===== src/rtl/iterative_vector_divider.sv =====
// iterative_vector_divider
//   Multi-cycle SIMD integer divide/remainder unit. Every lane runs its own
//   radix-2 restoring division. One shared FSM steps all lanes together, and
//   only one operation is in flight at a time. Issue logic uses a
//   req/busy/finished handshake.
//
// Parameters
//   DATA_WIDTH / BIT_WIDTH : width of one lane operand/result
//   LANES                  : number of lanes
//   VEC_WORD_WIDTH         : LANES*BIT_WIDTH, width of every vector port
//
// Ports
//   clk       in   rising-edge clock
//   rst       in   asynchronous, active-low reset
//   stall     in   freezes all internal state
//   flush     in   aborts the in-flight operation; takes priority over stall and req
//   req       in   start request; operands and divCode are sampled in the same cycle
//   divCode   in   0=DIV, 1=DIVU, 2=REM, 3=REMU
//   fuOpA_In  in   dividend lanes
//   fuOpB_In  in   divisor lanes
//   busy      out  high while DIVIDING or FINISH
//   finished  out  result-valid strobe, held only while stalled in FINISH
//   dataOut   out  per-lane quotient or remainder, held until the next result
//
// Optional build macro
//   RSD_VECTOR_DIVIDER_SPECIAL_BYPASS_EN : when every lane is divide-by-zero or
//   signed overflow at issue, go straight to FINISH (result one cycle after req).
module iterative_vector_divider #(
  parameter int unsigned DATA_WIDTH     = 32,
  parameter int unsigned BIT_WIDTH      = DATA_WIDTH,
  parameter int unsigned LANES          = 4,
  parameter int unsigned VEC_WORD_WIDTH = LANES * BIT_WIDTH
) (
  input  logic                      clk,
  input  logic                      rst,
  input  logic                      stall,
  input  logic                      flush,
  input  logic                      req,
  input  logic [1:0]                divCode,
  input  logic [VEC_WORD_WIDTH-1:0] fuOpA_In,
  input  logic [VEC_WORD_WIDTH-1:0] fuOpB_In,
  output logic                      busy,
  output logic                      finished,
  output logic [VEC_WORD_WIDTH-1:0] dataOut
);

  localparam int unsigned W     = BIT_WIDTH;
  localparam int unsigned CNT_W = (W > 1) ? $clog2(W) : 1;
  localparam logic [W-1:0] MIN_VAL = {1'b1, {(W-1){1'b0}}};

  typedef enum logic [1:0] {
    IDLE     = 2'd0,
    DIVIDING = 2'd1,
    FINISH   = 2'd2
  } state_e;

  state_e                    state_q;
  logic [CNT_W-1:0]          cnt_q;
  logic                      busy_q;
  logic                      finished_q;
  logic [VEC_WORD_WIDTH-1:0] data_q;
  logic                      is_rem_q;

  // Per-lane state. quo_q starts as the dividend magnitude and fills with
  // quotient bits from the bottom as the dividend bits shift out of the top.
  logic [W-1:0]     quo_q [LANES];
  logic [W:0]       rem_q [LANES];
  logic [W-1:0]     dvs_q [LANES];
  logic [W-1:0]     dvd_q [LANES];  // raw dividend: the remainder of a divide by zero
  logic [LANES-1:0] negq_q, negr_q, div0_q, ovf_q;

  // Lane values derived from the operands at issue
  logic [W-1:0]     quo_init [LANES];
  logic [W-1:0]     dvs_init [LANES];
  logic [LANES-1:0] negq_init, negr_init, div0_init, ovf_init;

  // One restoring step, plus the signed/special result produced from it
  logic [W-1:0]              quo_d [LANES];
  logic [W:0]                rem_d [LANES];
  logic [VEC_WORD_WIDTH-1:0] result_c;

  assign busy     = busy_q;
  assign finished = finished_q;
  assign dataOut  = data_q;

  // RISC-V values for divide-by-zero and signed overflow
  function automatic logic [W-1:0] special_val(input logic          is_rem,
                                               input logic          div0,
                                               input logic [W-1:0]  a);
    if (div0) return is_rem ? a : '1;
    return is_rem ? '0 : MIN_VAL;
  endfunction

  always_comb begin
    logic [W-1:0] a, b, qmag, rmag;
    logic [W+1:0] trial, diff;
    logic         signed_op;
    a         = '0;
    b         = '0;
    qmag      = '0;
    rmag      = '0;
    trial     = '0;
    diff      = '0;
    signed_op = ~divCode[0];
    negq_init = '0;
    negr_init = '0;
    div0_init = '0;
    ovf_init  = '0;
    result_c  = '0;
    for (int unsigned l = 0; l < LANES; l++) begin
      a = fuOpA_In[l*W +: W];
      b = fuOpB_In[l*W +: W];
      negr_init[l] = signed_op & a[W-1];
      negq_init[l] = (signed_op & a[W-1]) ^ (signed_op & b[W-1]);
      div0_init[l] = (b == '0);
      ovf_init[l]  = signed_op & (a == MIN_VAL) & (b == '1);
      quo_init[l]  = (signed_op & a[W-1]) ? -a : a;
      dvs_init[l]  = (signed_op & b[W-1]) ? -b : b;

      // Bring down the next dividend bit, then trial-subtract the divisor.
      // A negative difference (MSB set) means the old value is restored.
      trial = {rem_q[l], quo_q[l][W-1]};
      diff  = trial - {2'b00, dvs_q[l]};
      if (diff[W+1]) begin
        rem_d[l] = trial[W:0];
        quo_d[l] = {quo_q[l][W-2:0], 1'b0};
      end else begin
        rem_d[l] = diff[W:0];
        quo_d[l] = {quo_q[l][W-2:0], 1'b1};
      end

      // Result of the final step with the sign fix-up applied; the FSM latches
      // it on the same edge as that last step
      qmag = quo_d[l];
      rmag = rem_d[l][W-1:0];
      if (div0_q[l] || ovf_q[l])
        result_c[l*W +: W] = special_val(is_rem_q, div0_q[l], dvd_q[l]);
      else if (is_rem_q)
        result_c[l*W +: W] = negr_q[l] ? -rmag : rmag;
      else
        result_c[l*W +: W] = negq_q[l] ? -qmag : qmag;
    end
  end

`ifdef RSD_VECTOR_DIVIDER_SPECIAL_BYPASS_EN
  logic                      bypass_c;
  logic [VEC_WORD_WIDTH-1:0] bypass_res_c;

  always_comb begin
    bypass_c     = &(div0_init | ovf_init);
    bypass_res_c = '0;
    for (int unsigned l = 0; l < LANES; l++)
      bypass_res_c[l*W +: W] = special_val(divCode[1], div0_init[l], fuOpA_In[l*W +: W]);
  end
`endif

  always_ff @(posedge clk or negedge rst) begin
    if (!rst) begin
      state_q    <= IDLE;
      cnt_q      <= '0;
      busy_q     <= 1'b0;
      finished_q <= 1'b0;
      data_q     <= '0;
      is_rem_q   <= 1'b0;
      negq_q     <= '0;
      negr_q     <= '0;
      div0_q     <= '0;
      ovf_q      <= '0;
      for (int unsigned l = 0; l < LANES; l++) begin
        quo_q[l] <= '0;
        rem_q[l] <= '0;
        dvs_q[l] <= '0;
        dvd_q[l] <= '0;
      end
    end else if (flush) begin
      state_q    <= IDLE;
      busy_q     <= 1'b0;
      finished_q <= 1'b0;
    end else if (!stall) begin
      unique case (state_q)
        IDLE, FINISH: begin
          finished_q <= 1'b0;
          if (req) begin
            is_rem_q <= divCode[1];
            negq_q   <= negq_init;
            negr_q   <= negr_init;
            div0_q   <= div0_init;
            ovf_q    <= ovf_init;
            for (int unsigned l = 0; l < LANES; l++) begin
              quo_q[l] <= quo_init[l];
              rem_q[l] <= '0;
              dvs_q[l] <= dvs_init[l];
              dvd_q[l] <= fuOpA_In[l*W +: W];
            end
            busy_q <= 1'b1;
`ifdef RSD_VECTOR_DIVIDER_SPECIAL_BYPASS_EN
            if (bypass_c) begin
              state_q    <= FINISH;
              finished_q <= 1'b1;
              data_q     <= bypass_res_c;
            end else
`endif
            begin
              state_q <= DIVIDING;
              cnt_q   <= CNT_W'(W - 1);
            end
          end else begin
            state_q <= IDLE;
            busy_q  <= 1'b0;
          end
        end
        DIVIDING: begin
          for (int unsigned l = 0; l < LANES; l++) begin
            quo_q[l] <= quo_d[l];
            rem_q[l] <= rem_d[l];
          end
          if (cnt_q == '0) begin
            state_q    <= FINISH;
            finished_q <= 1'b1;
            data_q     <= result_c;
          end else begin
            cnt_q <= cnt_q - CNT_W'(1);
          end
        end
        default: begin
          state_q <= IDLE;
          busy_q  <= 1'b0;
        end
      endcase
    end
  end

endmodule


===== config.mk =====
export PLATFORM = sky130hd
export DESIGN_NAME = iterative_vector_divider
export DESIGN_NICKNAME = d
export VERILOG_FILES = /design/src/rtl/iterative_vector_divider.sv
export SDC_FILE = /design/constraint.sdc
export NUM_CORES = 2
export LEC_CHECK = 0
export ABC_CLOCK_PERIOD_IN_PS = 13300
export BUFFER_PORTS_ARGS = -buffer_cell sky130_fd_sc_hd__buf_2
export CORE_MARGIN = 2
export CORE_UTILIZATION = 40
export CTS_CLUSTER_DIAMETER = 100
export DETAILED_ROUTE_END_ITERATION = 8
export HOLD_SLACK_MARGIN = 0.02
export PLACE_DENSITY = 0.59
export SYNTH_ARGS = -nofsm -noshare
export SYNTH_HDL_FRONTEND = slang
export SYNTH_SLANG_ARGS = --single-unit
export TNS_END_PERCENT = 100

===== constraint.sdc =====
create_clock -name clk -period 13.3 [get_ports clk]
set_input_delay 1.33 -clock clk [delete_from_list [all_inputs] [get_ports clk]]
set_output_delay 1.33 -clock clk [all_outputs]
set_load 0.05 [all_outputs]

======== Word level (Yosys, flattened, before mapping) ========
Index checks and enable logic that the tools add are counted.
word-level totals
  register bits after elaboration ......... 670
  input port bits ......................... 263
  output and inout bits ................... 130
  logic and storage cells ................. 178
cells by class
  $add $sub $neg .......................... 21
  equality and inequality tests ........... 15
  multiplexer cells ....................... 73
  bitwise operators ....................... 23
  reduce and logical (&&, ||, !) cells .... 20
operators by type and width
  operator              number
  $mux 32               37
  $neg 32->32           16
  $pmux 132 s2          1
  $eq 32x32->1 const B  8
  $pmux 128 s2          1
  $sub 34x32->34        4
  $mux 132              1
  $mux 33               4
  $logic_not 32->1      4
  $mux 128              1
  $mux 1                19
  $and 1x1->1           16
  $reduce_and 4->1      3
  $mux 5                2
  $pmux 5 s2            1
  $mux 2                3
  $ne 2x2->1 const B    3
  $logic_not 5->1       1
  $reduce_and 5->1      1
  $sub 5x1->5 const B   1
  $logic_or 1x1->1      4
  $pmux 1 s2            2
  $pmux 2 s2            1
  $reduce_and 2->1      2
  11 further kinds      16

======== Logic depth before layout (Yosys ltp) ========
  depth after elaboration ................. 6
  depth in mapped cells ................... 26
  mapped depth without buffers ............ 22

======== Worst setup path before layout ========
OpenSTA, ideal clock, no wires.
  kind .................................... reg2reg
  start ................................... reg rem_q[40] in the netlist's numbering
  end ..................................... reg data_q[94] (netlist: dataOut[94])
  setup time .............................. 0.076 ns
  data arrival time ....................... 5.282 ns
  required time ........................... 13.224 ns
  path slack .............................. 7.942 ns
  stages on the path, launching flop included .. 25
  buffers on the path ..................... 4
  clock period less this slack ............ 5.358 ns
  cells stage by stage .................... dfrtp_1 ha_1 clkbuf_1 a21o_1 a31oi_1 o221ai_1 a211o_1 a211oi_1 nor2_2 inv_2 buf_2 buf_2 buf_2 nor2_1 a21oi_1 ha_1 nand2_1 or4_1 or4_1 o31ai_1 o21a_1 nand4_1 and3_1 o31a_1 o21ai_1
between the ends
  longest elaborated chain between the ends .. 6
  elaborated cells between the ends (all ways) .. 9
  those cells by class .................... add/sub (3); mux (6)
ends and longest elaborated chain
  what                                      RTL line  source
  from (decl)                               67        logic [W:0] rem_q [LANES];
  from (signal, indexed assignment)         215       rem_q[l] <= rem_d[l];
  $sub 34x32->34                            123       diff = trial - {2'b00, dvs_q[l]};
  $mux 1 / $mux 33 (equally long branches)  124       if (diff[W+1]) begin
  $neg 32->32, on equally long branches     141, 139
  $mux 32, on equally long branches         141, 139
  $mux 32 (*)                               138       else if (is_rem_q)
  $mux 32 (*)                               136       if (div0_q[l] || ovf_q[l])
  to (signal assigned)                      220       data_q <= result_c;
  to (decl)                                 61        logic [VEC_WORD_WIDTH-1:0] data_q;
Every way passes the cells marked *; elsewhere a longest branch is shown, timed or not.
A chain may end at the register's enable or synchronous reset.

======== Worst setup path in the final report ========
  start ................................... reg rem_q[35] in the netlist's numbering
  end ..................................... reg data_q[94] (netlist: dataOut[94])
The elaborated chain is that of the path after synthesis.

==> flow_summary_export.csv <==
group,metric,value,unit
yosys,synth_edf_count,0,
detailed_routing,detail-route-antenna-nets,0,
timing,finClkSkew,37.74,ps
floorplan,die_y,357.3,um
critical_path,r2r_end,"dataOut[94]$_DFFE_PN0P_",
job,max-cap-violations,0,
timing,fin_crit,6049,ps
critical_path,cp.arrival,6630,ps
global_routing,met1_usage,40.92,%
detailed_routing,drc_errors,0,
global_routing,busiest_layer,"met2",
placed_design,gp_congestion,0.9486,
yosys,ys_types,109,
pwr,power_density,238.1,nW/um^2
clock_tree,cts_sinks,670,
worst_hold_path,hold_path_end,"dvd_q[79]$_DFFE_PN0P_",
yosys,syn_inst,6472,
timing,period_share,45.48,%
yosys,synth_area_per_cell,7.717,um^2
pwr,pwr-share-comb,59.6,%
yosys,syn-cell-area,49940,um^2
clock_tree,cts_max_level,3,
placed_design,dp_hpwl,143.4,mm
clock_tree,cts_buffers,85,
worst_hold_path,hp-class,"reg2reg",
global_routing,use_met3,6.347,%
global_routing,met2_usage,45.53,%
placed_design,portBuffers,392,
outcome,status,"finished clean",
critical_path,start_kind,"flop",
yosys,dominantRegCellSynth,"dfrtp_1",
final_layout,area_growth,12.31,%
clock_tree,tritoncts,"yes",
detailed_routing,wirelength,194.5,mm
critical_path,rr_worst_depth,20,
timing,max_freq,0.1653,GHz
floorplan,die_w,357.3,um
critical_path,path_class,"reg2reg",
global_routing,grt_usage,29.59,%
global_routing,antenna_found_initial,28,
timing,final.setup.tns,0,ps
yosys,ys_warn_count,0,
critical_path,crit_chain,"ha_1 > o2111ai_1 > a2111oi_2 > o31ai_1 > o2bb2ai_1 > buf_4 > nor2_4 > inv_2 > buf_4 > mux2i_1 > ha_1 > nand2_1 > or4_1 > or4_1 > o31ai_1 > o21a_1 > nand4_1 > and3_1 > o31a_1 > o21ai_1",
floorplan,dieArea,127700,um^2
pwr,power_frac_clock,18.5,%
critical_path,crit_fanout,48,
yosys,synth-seq-cells,670,
detailed_routing,route.detailed.wl_per_inst,23.26,um
global_routing,grt_overflow_total,0,
timing,drv_slew,0,
floorplan,start_util,40.34,%
timing,rsz0062_at_grt,"false",
yosys,syn-num-nets,6889,
yosys,async_flop_share,100.0,%
floorplan,core-area,123800,um^2
timing,setup_viol,0,
pwr,cell_internal_pwr,6.692,mW
detailed_routing,vias,49510,
critical_path,worstPathRequired,13880,ps
clock_tree,hold_buffers,0,
critical_path,cp_slowest_cell,"a2111oi_2",
clock_tree,post-cts-setup-buffer-count,0,
global_routing,grt_pass1_wl,292.5,mm
timing,tightestPinTransition,1119,ps
pwr,power,13.36,mW
pwr,switching_share,49.90,%
final_layout,final_layout_size_suffix_gt1_share,10.31,%
critical_path,rrSetupSlack,7250,ps
pwr,switchingPower,6.665,mW
clock_tree,cts_root_buffer,"clkbuf_16",
clock_tree,cts.path.max_buffers,3,
yosys,seq_area_frac_synth,33.57,%
detailed_routing,dr.pass1.iters,9,
detailed_routing,routed_via_density,5.921,
floorplan,ioPinCount,393,
final_layout,final_cell_mix,"nand2_1, o21ai_0, dfrtp_1",
clock_tree,cts.clk_slew.worst_paths,60,ps
global_routing,grt_max_degree,163,
clock_tree,clk_latency,690,ps
final_layout,final_common_cell,"nand2_1",
worst_hold_path,min_from,"dvd_q[79]$_DFFE_PN0P_",
floorplan,rows,129,
pwr,sequentialPowerShare,21.9,%
final_layout,final_util,45.31,%
final_layout,nets,7062,
critical_path,endpoint_kind,"flop",
pwr,leakage,24.75,nW
global_routing,grt_pass1_vias,46480,
worst_hold_path,hold_depth,2,
detailed_routing,drt_iter0_drc,4972,
clock_tree,cts_resized,0,
pwr,peakVddDrop,0.1691,mV
timing,hold_viol,0,
critical_path,critical-path-max-stage-delay,670,ps
critical_path,r2r-start,"rem_q[35]$_DFFE_PN0P_",
timing,max_slew_margin,25.39,%
per-stage QoR:
stage	setup WS, ps	area (um^2)	cells	hold slack [ps]
global route	6841	56070	8355	495.1
CTS	7367	56060	8349	472.2
finish	7251	56090	8362	468.6
floorplan	7942	49940	6472	440.3
global placement	7482	53170	8195	453.0
detailed placement	7362	53170	8195	457.1
final cells by class:
type	instances	area, um^2
Fill cell	12590	67710
Multi-Input combinational cell	5196	30940
Sequential cell	670	16770
Timing Repair Buffer	454	2512
Clock buffer	120	2421
Tap cell	1637	2048
Inverter	238	895.9
Clock inverter	34	465.4
Antenna cell	13	32.53
flip-flops by register name, summed over array words and instances, names as in the netlist:
signal,flops
busy,1
negr_q,4
div0_q,4
dataOut,128
cnt_q,5
dvs_q,128
dvd_q,128
is_rem_q,1
finished,1
quo_q,128
negq_q,4
rem_q,132
state_q,2
ovf_q,4
routing by layer:
metal / wire length, um / part of all wire [%] / vias to the layer above
met5: 201 / 0.10 / -
met1: 85190 / 44 / 23960
li1: - / - / 23360
met2: 85920 / 44 / 1812
met3: 16020 / 8.2 / 345
met4: 7170 / 3.7 / 34
worst max-delay path: cells and delay by family (launching register included):
kind | cells | cell delay (ps)
compound gates | 8 | 2290
simple gates | 6 | 1390
buf+inv | 3 | 740
fa+ha+maj | 2 | 690
flops | 1 | 460
mux | 1 | 340
synth_stat cells, drive strengths merged, types with 27 or more instances:
library cell / n / share of area, %
a21o: 68 / 1.0
or2: 28 / 0.35
o41ai: 49 / 0.94
or4: 49 / 0.74
and3: 27 / 0.34
nand4: 72 / 0.90
o211ai: 54 / 0.81
nand2: 1160 / 8.7
nand2b: 44 / 0.55
a211oi: 33 / 0.51
o31ai: 111 / 1.7
a21oi: 510 / 5.1
nand3: 76 / 0.76
dfrtp: 670 / 34
o22ai: 28 / 0.36
o21ai: 766 / 7.7
nor2b: 28 / 0.35
clkbuf: 319 / 2.4
nor2: 496 / 3.7
xnor2: 274 / 4.8
or3: 89 / 1.1
and2: 35 / 0.44
nor3: 152 / 1.5
xor2: 265 / 4.6
inv: 235 / 1.8
o21a: 29 / 0.44
a221oi: 32 / 0.57
ha: 150 / 3.8
mux2i: 102 / 2.1
nor4: 63 / 0.79
buf: 49 / 0.43
a31oi: 82 / 1.1
power groups by stage:
stage / registers [mW] / clock network (mW) / logic [mW]
floorplan: 2.80 / 0 / 5.53
global placement: 2.93 / 0 / 7.75
detailed placement: 2.94 / 0 / 7.74
CTS: 2.91 / 2.51 / 7.80
global route: 2.98 / 2.58 / 8.61
finish: 2.93 / 2.47 / 7.97
logic make-up (layout without fill, tap and decap cells):
group,Yosys count,after routing,share of synthesized area (%)
AO/OA/AOI/OAI,2016,2016,24.82
XOR/XNOR,539,539,9.453
adder cells (fa/ha/maj),154,154,3.918
buffers and inverters,606,846,4.622
flip-flops,670,670,33.57
multiplexers,114,114,2.337
other,0,13,0
AND/OR/NAND/NOR,2373,2373,21.28
worst max path at each step:
stage	cells after the start	startpoint	to	slack (ps)
4_1_cts	21	rem_q[13]$_DFFE_PN0P_	dataOut[122]$_DFFE_PN0P_	7370
6_report	20	rem_q[35]$_DFFE_PN0P_	dataOut[94]$_DFFE_PN0P_	7250
2_1_floorplan	24	rem_q[40]$_DFFE_PN0P_	dataOut[94]$_DFFE_PN0P_	7940
3_5_place_dp	21	rem_q[13]$_DFFE_PN0P_	dataOut[126]$_DFFE_PN0P_	7360
3_3_place_gp	20	rem_q[13]$_DFFE_PN0P_	dataOut[126]$_DFFE_PN0P_	7480
5_1_grt	20	rem_q[13]$_DFFE_PN0P_	dataOut[122]$_DFFE_PN0P_	6840
Note: power is estimated with default switching activity, not from simulation.
